$ cat src/rtl/io_pkg.sv
`default_nettype none
// ============================================================================
// Module   : io_pkg
// Purpose  : Shared encodings for the custom I/O chip update scheduler.
// Revision : 1.0
// ============================================================================
package io_pkg;

    typedef enum logic [2:0] {
        ST_IDLE       = 3'd0,
        ST_WAIT_QUIET = 3'd1,
        ST_UPD0       = 3'd2,
        ST_GAP0       = 3'd3,
        ST_UPD1       = 3'd4,
        ST_GAP1       = 3'd5
    } io_state_t;

    localparam logic CHIP0 = 1'b0;
    localparam logic CHIP1 = 1'b1;

    localparam logic [7:0] IDLE_READ = 8'hFF;

endpackage
`default_nettype wire

$ cat src/rtl/io_quiet_timer.sv
`default_nettype none
// ============================================================================
// Module   : io_quiet_timer
// Purpose  : Counts CPU-idle cycles and total wait cycles; fires when either
//            the quiet window or the timeout limit is reached.
// Revision : 1.0
// ============================================================================
module io_quiet_timer
    import io_pkg::*;
#(
    parameter int HOLDOFF = 4,
    parameter int TIMEOUT = 64
) (
    input  logic CLK,
    input  logic RESET,
    input  logic i_clear,
    input  logic i_enable,
    input  logic i_cpu_active,
    output logic o_fire
);

    localparam int QW = $clog2(HOLDOFF + 1);
    localparam int TW = $clog2(TIMEOUT + 1);

    localparam logic [QW-1:0] c_QUIET_LAST = QW'(HOLDOFF - 1);
    localparam logic [TW-1:0] c_TO_LAST    = TW'(TIMEOUT - 1);

    logic [QW-1:0] r_quiet;
    logic [TW-1:0] r_timeout;
    logic          w_quiet_hit;
    logic          w_timeout_hit;

    always_ff @(posedge CLK) begin
        if (RESET || i_clear) begin
            r_quiet   <= '0;
            r_timeout <= '0;
        end else if (i_enable) begin
            if (i_cpu_active)
                r_quiet <= '0;
            else if (r_quiet != c_QUIET_LAST)
                r_quiet <= r_quiet + QW'(1);
            if (r_timeout != c_TO_LAST)
                r_timeout <= r_timeout + TW'(1);
        end
    end

    // The quiet window only counts if the current cycle is idle as well.
    assign w_quiet_hit   = !i_cpu_active && (r_quiet == c_QUIET_LAST);
    assign w_timeout_hit = (r_timeout == c_TO_LAST);
    assign o_fire        = i_enable && (w_quiet_hit || w_timeout_hit);

endmodule
`default_nettype wire

$ cat src/rtl/io_update_sched.sv
`default_nettype none
// ============================================================================
// Module   : io_update_sched
// Purpose  : Issues one UPDATE pulse per I/O chip per VBLANK in a quiet bus
//            window, and arbitrates the CPU port onto the two chips.
// Revision : 1.0
// ============================================================================
module io_update_sched
    import io_pkg::*;
#(
    parameter int HOLDOFF = 4,
    parameter int TIMEOUT = 64,
    parameter int GAP     = 2
) (
    input  logic       CLK,
    input  logic       RESET,
    input  logic       VBLANK,
    input  logic [1:0] CPU_CS,
    input  logic       CPU_WR,
    input  logic [5:0] CPU_ADRS,
    input  logic [7:0] CPU_DIN,
    output logic [7:0] CPU_DOUT,
    output logic       CPU_WAIT,
    input  logic [7:0] IO_DOUT0,
    input  logic [7:0] IO_DOUT1,
    output logic [1:0] CHIP_ENABLE,
    output logic       CHIP_WR,
    output logic [5:0] CHIP_ADRS,
    output logic [7:0] CHIP_DIN,
    output logic [1:0] CHIP_UPDATE,
    output logic       BUSY,
    output logic [7:0] OVERRUN
);

    localparam int GW = $clog2(GAP + 1);
    localparam logic [GW-1:0] c_GAP_LAST = GW'(GAP - 1);

    io_state_t     r_state;
    io_state_t     w_state_nxt;
    logic          r_vb_d;
    logic          r_pending;
    logic [7:0]    r_overrun;
    logic [GW-1:0] r_gap;
    logic [1:0]    r_rd_sel;

    logic          w_vb_rise;
    logic          w_start;
    logic          w_fire;
    logic          w_gap_done;
    logic          w_in_gap;
    logic [1:0]    w_update;
    logic [1:0]    w_sel;
    logic [1:0]    w_mask;

    assign w_vb_rise  = VBLANK && !r_vb_d;
    assign w_start    = (r_state == ST_IDLE) && r_pending;
    assign w_in_gap   = (r_state == ST_GAP0) || (r_state == ST_GAP1);
    assign w_gap_done = (r_gap == c_GAP_LAST);

    io_quiet_timer #(
        .HOLDOFF (HOLDOFF),
        .TIMEOUT (TIMEOUT)
    ) u_quiet_timer (
        .CLK          (CLK),
        .RESET        (RESET),
        .i_clear      (w_start),
        .i_enable     (r_state == ST_WAIT_QUIET),
        .i_cpu_active (|CPU_CS),
        .o_fire       (w_fire)
    );

    // A request that arrives while one is pending or running is merged and
    // only counted.
    always_ff @(posedge CLK) begin
        if (RESET) begin
            r_vb_d    <= 1'b0;
            r_pending <= 1'b0;
            r_overrun <= 8'd0;
        end else begin
            r_vb_d <= VBLANK;
            if (w_start)
                r_pending <= 1'b0;
            else if (w_vb_rise)
                r_pending <= 1'b1;
            if (w_vb_rise && (r_pending || r_state != ST_IDLE) && r_overrun != 8'hFF)
                r_overrun <= r_overrun + 8'd1;
        end
    end

    always_ff @(posedge CLK) begin
        if (RESET)
            r_state <= ST_IDLE;
        else
            r_state <= w_state_nxt;
    end

    always_ff @(posedge CLK) begin
        if (RESET || !w_in_gap)
            r_gap <= '0;
        else if (!w_gap_done)
            r_gap <= r_gap + GW'(1);
    end

    always_comb begin
        w_state_nxt = r_state;
        w_update    = 2'b00;
        case (r_state)
            ST_IDLE: begin
                if (r_pending)
                    w_state_nxt = ST_WAIT_QUIET;
            end
            ST_WAIT_QUIET: begin
                if (w_fire)
                    w_state_nxt = ST_UPD0;
            end
            ST_UPD0: begin
                w_update[CHIP0] = 1'b1;
                w_state_nxt     = ST_GAP0;
            end
            ST_GAP0: begin
                if (w_gap_done)
                    w_state_nxt = ST_UPD1;
            end
            ST_UPD1: begin
                w_update[CHIP1] = 1'b1;
                w_state_nxt     = ST_GAP1;
            end
            ST_GAP1: begin
                if (w_gap_done)
                    w_state_nxt = ST_IDLE;
            end
            default: w_state_nxt = ST_IDLE;
        endcase
    end

    assign CHIP_UPDATE = w_update;
    assign BUSY        = (r_state != ST_IDLE);
    assign OVERRUN     = r_overrun;

    // Chip 0 has priority; the chip being updated this cycle is held off.
    always_comb begin
        w_sel        = 2'b00;
        w_sel[CHIP0] = CPU_CS[CHIP0];
        w_sel[CHIP1] = CPU_CS[CHIP1] && !CPU_CS[CHIP0];
        w_mask       = {r_state == ST_UPD1, r_state == ST_UPD0};
        CHIP_ENABLE  = w_sel & ~w_mask;
        CPU_WAIT     = |(w_sel & w_mask);
    end

    assign CHIP_WR   = CPU_WR;
    assign CHIP_ADRS = CPU_ADRS;
    assign CHIP_DIN  = CPU_DIN;

    always_ff @(posedge CLK) begin
        if (RESET)
            r_rd_sel <= 2'b00;
        else
            r_rd_sel <= CHIP_ENABLE;
    end

    always_comb begin
        CPU_DOUT = IDLE_READ;
        if (r_rd_sel[CHIP0])
            CPU_DOUT = IO_DOUT0;
        else if (r_rd_sel[CHIP1])
            CPU_DOUT = IO_DOUT1;
    end

endmodule
`default_nettype wire
$ cat config.mk
export PLATFORM = sky130hd
export DESIGN_NAME = io_update_sched
export DESIGN_NICKNAME = d
export VERILOG_FILES = /design/src/rtl/io_pkg.sv /design/src/rtl/io_quiet_timer.sv /design/src/rtl/io_update_sched.sv
export SDC_FILE = /design/constraint.sdc
export NUM_CORES = 1
export LEC_CHECK = 0
export CAP_MARGIN = 20
export CORE_MARGIN = 3
export CORE_UTILIZATION = 40
export CTS_CLUSTER_SIZE = 16
export DETAILED_ROUTE_END_ITERATION = 12
export DONT_BUFFER_PORTS = 1
export PLACE_DENSITY = 0.59
export SLEW_MARGIN = 5
export SYNTH_ARGS = -nofsm -noshare
export SYNTH_HDL_FRONTEND = slang
export SYNTH_SLANG_ARGS = --single-unit
$ cat constraint.sdc
create_clock -name CLK -period 1.8 [get_ports CLK]
set_clock_uncertainty 0.2 [all_clocks]
set_input_delay 0.18 -clock CLK [delete_from_list [all_inputs] [get_ports CLK]]
set_output_delay 0.18 -clock CLK [all_outputs]
set_load 0.03 [all_outputs]
==> impl_metrics.py <==
metrics = {
    "status": {
        "outcome": "finished with violations",
        "violations": "setup timing",
    },
    "sta": {
        "timing.hold.ws_ns": 0.0154,
        "setup_violations": 3,
        "post-route-period-util": 1.03,
        "drv_slew": 0,
        "layout_min_cycle_time_ns": 1.85,
        "fin_ws_ns": -0.0541,
        "max_freq_mhz": 539,
        "relSlewSlack": 0.537,
        "tightest_slew_ns": 0.692,
        "hold_viol": 0,
        "rsz0062_at_grt": "yes",
    },
    "cells_and_area": {
        "final_common_cell": "buf_4",
        "final_cell_mix": "buf_4 (31), nor2_1 (23), dfxtp_1 (20)",
        "area_growth_pct": 22.4,
        "drive_gt1_frac": 0.330,
        "finalNetCount": 254,
        "n_antenna_cell": 0,
    },
    "detailed_routing": {
        "vias": 1419,
        "viasPerCell": 5.46,
        "drt_pre_antenna_iters": 4,
        "wire_per_inst_um": 14.6,
        "ant_nets": 0,
        "drc": 0,
        "wl_um": 3790,
        "drtIter0Drc": 39,
    },
    "yosys": {
        "synth_top_area_frac": 0.344,
        "yosys.area.top_type": "dfxtp_1",
        "synthCells": 194,
        "synth_nets": 235,
        "yosys.area_share.simple": 0.276,
        "syn_area_per_cell_sq_um": 8.10,
        "ys.flop_type": "dfxtp_1",
        "ys_types": 41,
        "synth_compound_gate_area_share": 0.159,
        "synth_xor_area_frac": 0.0279,
        "ys_ff_latch": 27,
        "ys_seq_area_frac": 0.344,
        "ys.warnings.count": 0,
        "synthMuxAreaShare": 0.0159,
        "synth_top_family_by_area": "simple AND/OR/NAND/NOR gates",
        "synth.area.top_cells": "dfxtp_1 (34%), buf_4 (7.6%), a21oi_1 (6.7%)",
        "synth_enable_flop_cells": 0,
        "synthArstFlopShare": 0,
        "synth_fa_ha_area_frac": 0.0398,
        "synth_area_sq_mm": 0.00157,
    },
    "grt": {
        "grt_antenna_before_repair": 0,
        "first_global_vias": 1280,
        "grt_max_degree": 18,
        "grt_usage": 0.153,
        "grt_pass1_wl_um": 5460,
        "overflow": 0,
    },
    "hold_path": {
        "hold_path.class": "in -> reg",
        "hp-start": "CPU_CS[1]",
    },
    "pwr": {
        "powerDensity_mw_per_mm2": 772,
        "total_power_mw": 1.49,
        "peakVddDrop_mv": 0.504,
        "leakage_nw": 0.762,
    },
    "run": {
        "max_cap_violations": 0,
    },
    "cts": {
        "cts_sinks": 27,
        "clk_latency_ns": 0.27,
        "cts-root-buf": "clkbuf_8",
        "cts_tree": "built",
        "path_clk_slew_ns": 0.09,
        "cts_made_buffers": 3,
        "h-tree-depth": 1,
        "cts_buffer_depth": 2,
    },
    "floorplanning": {
        "io_pins": 73,
        "core_sq_mm": 0.00372,
        "start_util": 0.423,
        "row_count": 22,
        "die_w_um": 68.7,
        "die_area_sq_mm": 0.00472,
        "die_h_um": 68.7,
    },
    "placed_design": {
        "place_ws_ns": -0.00344,
        "portBuffers": 0,
        "routabilityCongestion": 0.774,
        "hpwl_um": 2790,
    },
    "worst_setup_path": {
        "critPathRequiredTime_ns": 1.72,
        "worstPathMaxFanout": 5,
        "crit_path_end_kind": "register",
        "ff2ff_setup_slack_ns": -0.05,
        "startpoint": "r_state[1]",
        "rr_startpoint": "r_state[1]",
        "worst_setup_path_start_kind": "register",
        "arrival_ns": 1.78,
        "critPathKind": "reg -> reg",
    },
}
## per-stage QoR
stage | std cells | utilization | cell area [sq um] | setup TNS (ns)
3_5_place_dp | 246 | 0.454 | 1690 | -0.00344
2_1_floorplan | 194 | - | 1590 | -0.177
4_1_cts | 255 | 0.485 | 1800 | -0.165
5_1_grt | 260 | 0.518 | 1920 | -0.596
6_report | 260 | 0.518 | 1920 | -0.119
3_3_place_gp | 246 | 0.454 | 1690 | 0
## power breakdown
group / leakage [nW] / switching, mW / internal [mW]
registers: 0.222 / 0.0282 / 0.632
clock network: 0.0228 / 0.176 / 0.158
logic: 0.517 / 0.273 / 0.219
## synthesized netlist by cell type (3+ instances only)
library cell / instances
dfxtp_1: 27
nor2_1: 23
a21oi_1: 21
buf_4: 16
inv_1: 14
nand2_1: 12
nor2b_1: 10
o21ai_0: 8
nand3_1: 7
ha_1: 5
clkbuf_1: 4
o31ai_1: 4
xor2_1: 4
or3_1: 3
or4_2: 3
## routing by layer
| layer | vias to the layer above | wire, um | part of all wire | GRT usage |
|---|---|---|---|---|
| met2 | 46 | 2090 | 0.55 | 0.310 |
| met4 | 0 | 122 | 0.032 | 0.0893 |
| met3 | 19 | 180 | 0.047 | 0.0211 |
| met1 | 665 | 1400 | 0.37 | 0.140 |
| li1 | 689 | - | - | - |
| met5 | - | 0 | 0 | 0 |
## path summary, 6_finish.rpt
check,to,cells after the start
setup / recovery,r_state[1],5
hold / removal,u_quiet_timer.r_quiet[1],3
setup reg to reg,r_state[1],5
hold reg to reg,u_quiet_timer.r_quiet[1],2
## layout make-up
type / count / area (sq um)
tap: 48 / 60.1
timing repair buffer: 37 / 295
clock buffer: 4 / 45.0
fill: 356 / 1790
multi-input combinational: 130 / 921
sequential: 27 / 549
inverter: 14 / 52.6
## repair_timing
action | 4_1_cts | 5_1_grt
pin swaps | 3 | 5
endpoints found under the setup margin | 9 | 21
gates resized for setup | 6 | 21
hold buffers | 3 | 1
buffers inserted | 2 | 4
cloned | 0 | 0
hold endpoints to repair | 18 | 1
## sequential cells by signal (all words and copies together), names as in the netlist
register / count
OVERRUN: 8
u_quiet_timer.r_timeout: 7
r_state: 3
u_quiet_timer.r_quiet: 3
r_gap: 2
r_rd_sel: 2
r_pending: 1
r_vb_d: 1
## logic make-up (layout without fill, tap and decap cells)
| kind of cell | Yosys count | in the layout |
|---|---|---|
| fa+ha+maj | 5 | 5 |
| flops | 27 | 27 |
| simple gates | 77 | 77 |
| xor+xnor | 5 | 5 |
| compound gates | 41 | 41 |
| buf+inv | 37 | 55 |
| mux | 2 | 2 |
## worst max-delay path, stage by stage, from the launching register on
cell	delay (ns)
dfxtp_2	0.34
buf_4	0.13
or3b_2	0.57
a21o_4	0.25
o21ai_0	0.14
a211oi_1	0.09
No activity file was read; power rests on OpenSTA's default activity.
